===== src/rtl/seg_pkg.sv =====
// Shared types and constants for the paged 7-segment history scanner.
//   scan_state_t : page-advance mode (MANUAL = step button only, AUTO = timed dwell plus button)
//   SEG_BLANK    : active-low pattern with every segment off
//   NUM_PAGES    : pages in the 64-bit history register (16 bits each)
package seg_pkg;

  typedef enum logic {
    MANUAL = 1'b0,
    AUTO   = 1'b1
  } scan_state_t;

  localparam logic [6:0]  SEG_BLANK = 7'h7F;
  localparam int unsigned NUM_PAGES = 4;

endpackage


===== src/rtl/hex_to_seg.sv =====
// Combinational hex-nibble to 7-segment decoder.
//   hex : 4-bit value 0-F
//   seg : active-low segments {g,f,e,d,c,b,a}; b and d use the lowercase glyphs
module hex_to_seg
  import seg_pkg::*;
(
  input  logic [3:0] hex,
  output logic [6:0] seg
);

  always_comb begin
    seg = SEG_BLANK;
    case (hex)
      4'h0: seg = 7'h40;
      4'h1: seg = 7'h79;
      4'h2: seg = 7'h24;
      4'h3: seg = 7'h30;
      4'h4: seg = 7'h19;
      4'h5: seg = 7'h12;
      4'h6: seg = 7'h02;
      4'h7: seg = 7'h78;
      4'h8: seg = 7'h00;
      4'h9: seg = 7'h10;
      4'hA: seg = 7'h08;
      4'hB: seg = 7'h03;
      4'hC: seg = 7'h46;
      4'hD: seg = 7'h21;
      4'hE: seg = 7'h06;
      4'hF: seg = 7'h0E;
    endcase
  end

endmodule


===== src/rtl/seg_page_scanner.sv =====
// Multiplexed 4-digit display of one 16-bit page out of a 4-page history register.
//   clk, clr : clock and synchronous active-high clear
//   regs     : history register, page p = regs[16p+15:16p], page 0 newest
//   load     : history shift strobe; its rising edges count valid pages (max 4)
//   step     : debounced button; rising edge selects the next page
//   auto_en  : 1 = AUTO (page advances every DWELL_SCANS frames), 0 = MANUAL
//   an       : active-low one-hot digit enable, an[3] leftmost
//   seg, dp  : active-low segments {g,f,e,d,c,b,a} and decimal point
//   page     : page index currently displayed
module seg_page_scanner
  import seg_pkg::*;
#(
  parameter int unsigned REFRESH_DIV = 100000,
  parameter int unsigned DWELL_SCANS = 1000
) (
  input  logic        clk,
  input  logic        clr,
  input  logic [63:0] regs,
  input  logic        load,
  input  logic        step,
  input  logic        auto_en,
  output logic [3:0]  an,
  output logic [6:0]  seg,
  output logic        dp,
  output logic [1:0]  page
);

  localparam int unsigned DIV_W   = (REFRESH_DIV > 1) ? $clog2(REFRESH_DIV) : 1;
  localparam int unsigned DWELL_W = (DWELL_SCANS > 1) ? $clog2(DWELL_SCANS) : 1;
  localparam logic [DIV_W-1:0]   DIV_LAST   = DIV_W'(REFRESH_DIV - 1);
  localparam logic [DWELL_W-1:0] DWELL_LAST = DWELL_W'(DWELL_SCANS - 1);

  logic [DIV_W-1:0]   div_cnt;
  logic [1:0]         digit;
  logic [DWELL_W-1:0] dwell;
  logic [2:0]         fill;
  logic               load_q;
  logic               step_q;
  scan_state_t        state;
  scan_state_t        next_state;

  logic       tick;
  logic       frame_done;
  logic       load_rise;
  logic       step_rise;
  logic       dwell_expire;
  logic       advance;
  logic [1:0] page_next;
  logic [3:0] nibble;
  logic [6:0] glyph;

  always_comb begin
    tick         = (div_cnt == DIV_LAST);
    frame_done   = tick && (digit == 2'd3);
    load_rise    = load && !load_q;
    step_rise    = step && !step_q;
    next_state   = auto_en ? AUTO : MANUAL;
    dwell_expire = (state == AUTO) && frame_done && (dwell == DWELL_LAST);
    // A button edge coinciding with a dwell expiry is a single advance.
    advance      = step_rise || dwell_expire;
    // Wrap uses the fill count before any same-cycle load edge; fill <= 1 pins page at 0.
    page_next    = (({1'b0, page} + 3'd1) >= fill) ? '0 : page + 2'd1;
    // Bit offset 16*page + 4*digit.
    nibble       = regs[{page, digit, 2'b00} +: 4];
  end

  hex_to_seg u_hex_to_seg (
    .hex (nibble),
    .seg (glyph)
  );

  always_ff @(posedge clk) begin
    if (clr) begin
      div_cnt <= '0;
      digit   <= '0;
      dwell   <= '0;
      fill    <= '0;
      page    <= '0;
      load_q  <= 1'b0;
      step_q  <= 1'b0;
      state   <= MANUAL;
      an      <= '1;
      seg     <= SEG_BLANK;
      dp      <= 1'b1;
    end else begin
      load_q <= load;
      step_q <= step;
      state  <= next_state;

      if (tick) begin
        div_cnt <= '0;
        digit   <= digit + 2'd1;
      end else begin
        div_cnt <= div_cnt + 1'b1;
      end

      if (load_rise && (fill != 3'(NUM_PAGES))) begin
        fill <= fill + 3'd1;
      end

      if (advance) begin
        page <= page_next;
      end

      if ((next_state != state) || advance) begin
        dwell <= '0;
      end else if ((state == AUTO) && frame_done) begin
        dwell <= dwell + 1'b1;
      end

      an <= ~(4'b0001 << digit);
      if (fill == '0) begin
        seg <= SEG_BLANK;
        dp  <= 1'b1;
      end else begin
        seg <= glyph;
        dp  <= (digit != page);
      end
    end
  end

endmodule


===== config.mk =====
export PLATFORM = sky130hd
export DESIGN_NAME = seg_page_scanner
export DESIGN_NICKNAME = d
export VERILOG_FILES = /design/src/rtl/seg_pkg.sv /design/src/rtl/hex_to_seg.sv /design/src/rtl/seg_page_scanner.sv
export SDC_FILE = /design/constraint.sdc
export NUM_CORES = 1
export LEC_CHECK = 0
export BUFFER_PORTS_ARGS = -buffer_cell sky130_fd_sc_hd__buf_4
export CAP_MARGIN = 20
export CORE_MARGIN = 1
export CORE_UTILIZATION = 56
export DETAILED_ROUTE_END_ITERATION = 10
export GPL_ROUTABILITY_DRIVEN = 0
export HOLD_SLACK_MARGIN = 0.12
export PLACE_DENSITY = 0.84
export SLEW_MARGIN = 20
export SYNTH_ARGS = -nofsm -noshare
export SYNTH_HDL_FRONTEND = slang
export SYNTH_SLANG_ARGS = --single-unit

===== constraint.sdc =====
create_clock -name clk -period 5.82 [get_ports clk]
set_input_delay 0.582 -clock clk [delete_from_list [all_inputs] [get_ports clk]]
set_output_delay 0.582 -clock clk [all_outputs]
set_load 0.02 [all_outputs]

==> results.cfg, run 1 <==
[power]
pwr-share-seq_pct = 48.7
p_clk_share_pct = 34.4
ir_drop_mv = 0.2302
p_total_mw = 0.7252
switching_share_pct = 23.48
p_switching_mw = 0.1703
leakagePower_nw = 1.473
p_int_mw = 0.5549
power_density_nw_per_um2 = 199.6
comb_power_share_pct = 17.0

[cts]
cts.sinks = 49
clock_path_buffers = 2
tritoncts = yes
h-tree-depth = 2
cts_root_buf = clkbuf_8
cts_hold_buf = 0
cts_resized = 0
cts_buffers = 5
path_clk_slew_ns = 0.09
worstSkewPairLatency_ns = 0.29
cts_setup_buffers = 0

[cells_and_area]
fillers = 361
antenna_cells = 0
drive_gt1_share_pct = 29.22
area_growth_pct = 25.61
finalCoreUtilization_pct = 74.94
nNetsFinal = 458
finish.cell_count_without_fillers = 440

[detailed_routing]
wl_per_cell_um = 13.19
wirelength_mm = 5.804
drtPass1Iterations = 4
drc = 0
dr_total_vias = 2355
drt_iter0_drc = 103
drt-vias-per-instance = 5.352
antenna_left = 0

[grt]
antenna_found_initial = 0
grt_max_degree = 23
grt_use_total_pct = 22.62
overflow = 0
grt_pass1_vias = 2219
grt_pass1_wl_mm = 9.535

[setup_path]
cp.required_ns = 5.99
crit_type = flip-flop to flip-flop
startpoint_type = flip-flop
arrival_ns = 3.25
crit_path_end_kind = flip-flop
path_max_fanout = 22

[place]
dp_hpwl_mm = 4.423
place_inst = 432
io_buffers = 82
pre_cts_ws_ns = 2.783

[floorplan]
fp.dieH_um = 73.87
ios = 83
die-area_um2 = 5457
core_um2 = 4848
initial_core_util_pct = 59.66
die_width_um = 73.87
fp-row-count = 25

[sta]
maxSlewHeadroom_pct = 51.57
max_freq_mhz = 324.9
fin_tns_setup_ns = 0
hold_violations = 0
finalSetupViolations = 0
finClkSkew_ns = 0.004243
fin_crit_sh_pct = 52.89
fin_crit_ns = 3.078
worst_pin_slew_ns = 0.7255
final-max-slew-violation-count = 0
setup_slack_ns = 2.742
rsz0062_at_grt = no

[yosys]
seq_area_frac_synth_pct = 33.91
yosys_warnings = 0
synth-seq-cells = 49
synthFlopType = dfxtp_1
ys_async_sr_fraction_pct = 0
synth_cells = 295
synth_area_um2 = 2893
synth.avg_cell_area_um2 = 9.806
synth.net_count = 381
ys_types = 49
synth_edf_count = 0

[worst_hold_path]
hp-class = flip-flop to flip-flop

[run]
cap_violations = 0

[outcome]
status = complete, no violations
==> cell families (layout without fill, tap and decap cells) <==
kind of cell | Yosys count | after routing | synth area share (%)
AND/OR/NAND/NOR | 116 | 116 | 19.72
flip-flops | 49 | 49 | 33.91
AO/OA/AOI/OAI | 31 | 31 | 9.256
multiplexers | 26 | 26 | 16.18
adder cells (fa/ha/maj) | 17 | 17 | 7.353
XOR/XNOR | 29 | 29 | 8.780
buffers and inverters | 27 | 105 | 4.801
==> flip-flops by register name, summed over array words and instances (netlist names) <==
register  count
fill          3
div_cnt      17
an            4
digit         2
state         1
dp            1
step_q        1
dwell        10
seg           7
load_q        1
page          2
==> worst max-delay path, stage by stage, from the launching register on <==
cell and delay, ns:
dfxtp_1 0.32, buf_4 0.32, mux4_1 0.60, a22o_1 0.20
a221oi_1 0.50, inv_1 0.17, ha_1 0.27, inv_1 0.10
nor2_1 0.05, a2111oi_0 0.32, a211oi_1 0.09
==> power by group through the flow <==
stage	Sequential, mW	Clock, mW	Combinational, mW
after floorplan	0.367	0	0.0636
after CTS	0.353	0.257	0.124
after detailed placement	0.361	0	0.123
after global placement	0.360	0	0.120
after global routing	0.354	0.270	0.136
final	0.353	0.249	0.123
==> metrics by stage <==
| step | hold slack, ns | instance area (um^2) |
|---|---|---|
| 2_1_floorplan | 0.4260 | 2893 |
| 3_3_place_gp | 0.4383 | 3513 |
| 3_5_place_dp | 0.4671 | 3513 |
| 4_1_cts | 0.4886 | 3633 |
| 5_1_grt | 0.5015 | 3633 |
| 6_report | 0.4734 | 3633 |
==> synthesized netlist by cell type (3+ instances only) <==
master	n	area [um^2]
mux4_2	8	180.2
nor2b_1	6	37.54
nand2b_1	7	43.79
xor2_1	15	131.4
nor3_1	3	15.01
a22oi_1	3	22.52
xnor2_1	14	122.6
mux2i_1	10	100.1
inv_1	14	52.55
mux4_1	6	157.7
clkbuf_1	7	26.28
a21oi_1	6	30.03
dfxtp_1	49	980.9
or3_1	4	25.02
nand3_1	10	50.05
and3_1	4	25.02
ha_1	17	212.7
and2_1	3	18.77
nand4_1	7	43.79
nor2_1	45	168.9
nand2_1	18	67.56
==> per-layer routing <==
layer  part of all wire (%)  wire [um]  up-vias  track usage (%)
li1                       -          -     1197                -
met1                     44       2544     1081            28.31
met2                     49       2852       60            37.61
met3                    4.1        238       17            5.761
met4                    2.9        169        0            8.120
met5                      0          0        -                0
==> cells in the final DEF (no fill, tap or decap), types with 8 or more instances in the layout <==
cell type	synthesis	routed
buf_4	1	83
dfxtp_1	49	49
xor2_1	15	15
inv_1	14	14
mux4_2	8	8
mux2i_1	10	10
nand3_1	10	10
ha_1	17	17
nor2_1	45	45
xnor2_1	14	14
nand2_1	18	18
==> final timing paths <==
| check | start | cells after the start | to | slack [ns] |
|---|---|---|---|---|
| worst max-delay path | digit[0] | 10 | seg[3] | 2.74 |
| worst min-delay path | div_cnt[0] | 1 | div_cnt[0] | 0.47 |
| worst max register to register | digit[0] | 10 | seg[3] | 2.74 |
| worst min register to register | div_cnt[0] | 1 | div_cnt[0] | 0.47 |
==> area by class of cell <==
cell class / instances / area (um^2) / area share [%]
clock buffer: 6 / 82.58 / 2.273
multi-input combinational: 219 / 1773 / 48.79
tap: 67 / 83.83 / 2.307
sequential: 49 / 980.9 / 27.00
inverter: 14 / 52.55 / 1.446
clock inverter: 2 / 37.54 / 1.033
timing repair buffer: 83 / 623.1 / 17.15
Power figures use the tool's default switching activity.
==> run 2: changes to the inputs <==
- CORE_UTILIZATION: 56 -> 47
- PLACE_DENSITY: 0.84 -> 0.75
- clock period: 5.82 -> 2.7 ns (I/O delays scaled with it)
==> results.cfg, run 2 (synthesis results as in run 1) <==
[sta]
rsz0062_at_grt = no
fin_crit_sh_pct = 91.21
fin_tns_setup_ns = 0
hold_violations = 0
max_freq_mhz = 406.1
whs_ns = 0.2134
maxSlewHeadroom_pct = 59.19
worst_pin_slew_ns = 0.6121
finalSetupViolations = 0
finClkSkew_ns = 0.004614
fin_crit_ns = 2.463
final-max-slew-violation-count = 0

[floorplan]
die_width_um = 80.45
die-area_um2 = 6472
fp-row-count = 28
ios = 83
fp.dieH_um = 80.45
core_um2 = 5921
initial_core_util_pct = 48.86

[power]
switching_share_pct = 24.54
pwr-share-seq_pct = 52.0
p_total_mw = 1.463
leakagePower_nw = 1.499
power_density_nw_per_um2 = 398.5
p_int_mw = 1.104
p_clk_share_pct = 29.1
comb_power_share_pct = 18.9
p_switching_mw = 0.3590
ir_drop_mv = 0.2166

[detailed_routing]
drtPass1Iterations = 4
wirelength_mm = 6.064
wl_per_cell_um = 13.36
drc = 0
dr_total_vias = 2397
drt-vias-per-instance = 5.280
drt_iter0_drc = 59
antenna_left = 0

[setup_path]
arrival_ns = 2.65
startpoint_type = flip-flop
path_max_fanout = 13
cp.required_ns = 2.89
crit_path_end_kind = flip-flop
crit_type = flip-flop to flip-flop

[cts]
cts_setup_buffers = 0
clock_path_buffers = 2
cts_buffers = 5
tritoncts = yes
worstSkewPairLatency_ns = 0.29
cts.sinks = 49
path_clk_slew_ns = 0.08
cts_root_buf = clkbuf_8
h-tree-depth = 2

[cells_and_area]
antenna_cells = 0
finish.cell_count_without_fillers = 454
nNetsFinal = 465
layout_common_cells = 90 x buf_4, 48 x dfxtp_1, 45 x nor2_1
area_growth_pct = 26.90
top_regs = div_cnt: 17 flops, dwell: 10 flops, seg: 7 flops
fillers = 503
largest_register_ffs = 17
top_register = div_cnt
drive_gt1_share_pct = 30.61
mostFrequentLayoutCell = buf_4
final_cell_area_um2 = 3671

[place]
io_buffers = 82
placed_area_um2 = 3576
dp_hpwl_mm = 4.810
place_inst = 447

[grt]
overflow = 0
grt_pass1_vias = 2352
grt_pass1_wl_mm = 9.998
grt_use_total_pct = 19.91
antenna_found_initial = 0
grt_max_degree = 19

[worst_hold_path]
hp-class = input pin to flip-flop

[run]
cap_violations = 0

[outcome]
status = complete, no violations
## run 2: worst paths after layout
kind	start	to	slack (ns)	cells after the start
setup reg to reg	digit[0]	seg[0]	0.24	7
hold / removal	load	load_q	0.21	3
hold reg to reg	div_cnt[0]	div_cnt[0]	0.47	1
setup / recovery	digit[0]	seg[0]	0.24	7
## run 2: timing repair
item,4_1_cts,5_1_grt
hold buffers,0,0
endpoints found under the setup margin,0,1
hold endpoints to repair,0,0
gates resized for setup,0,3
## run 2: power groups by stage
stage	sequential [mW]	clock, mW	combinational, mW
after floorplan	0.791	0	0.137
after global placement	0.777	0	0.270
after detailed placement	0.777	0	0.277
after CTS	0.761	0.441	0.278
after global routing	0.763	0.469	0.305
final	0.760	0.426	0.277
## run 2: final cells by class
class / count / area [um^2] / share of cell area, %
Sequential cell: 49 / 982.2 / 26.76
Inverter: 14 / 52.55 / 1.431
Timing Repair Buffer: 90 / 675.6 / 18.40
Tap cell: 75 / 93.84 / 2.556
Clock buffer: 7 / 86.33 / 2.352
Multi-Input combinational cell: 219 / 1780 / 48.50
## run 2: critical path, stage by stage, from the launching register on
cell and delay (ns):
dfxtp_2 0.37, buf_4 0.24, mux4_1 0.57, mux2_4 0.30, o221ai_4 0.30, nor3b_1 0.34
o21a_1 0.18, nor2_1 0.04
## run 2: per-stage QoR
stage / util [%] / worst slack, ns
detailed placement: 60.40 / 0.1564
CTS: 61.86 / 0.1456
global route: 62.00 / 0.01719
floorplan: - / 0.02548
global placement: 60.40 / 0.2256
finish: 62.00 / 0.2373
## run 2: routing by layer
metal / vias up / track usage, % / part of all wire (%)
met5: - / 0 / 0
met4: 0 / 7.679 / 2.0
met3: 10 / 4.886 / 6.4
met2: 88 / 34.66 / 49
met1: 1090 / 23.35 / 42
li1: 1209 / - / -
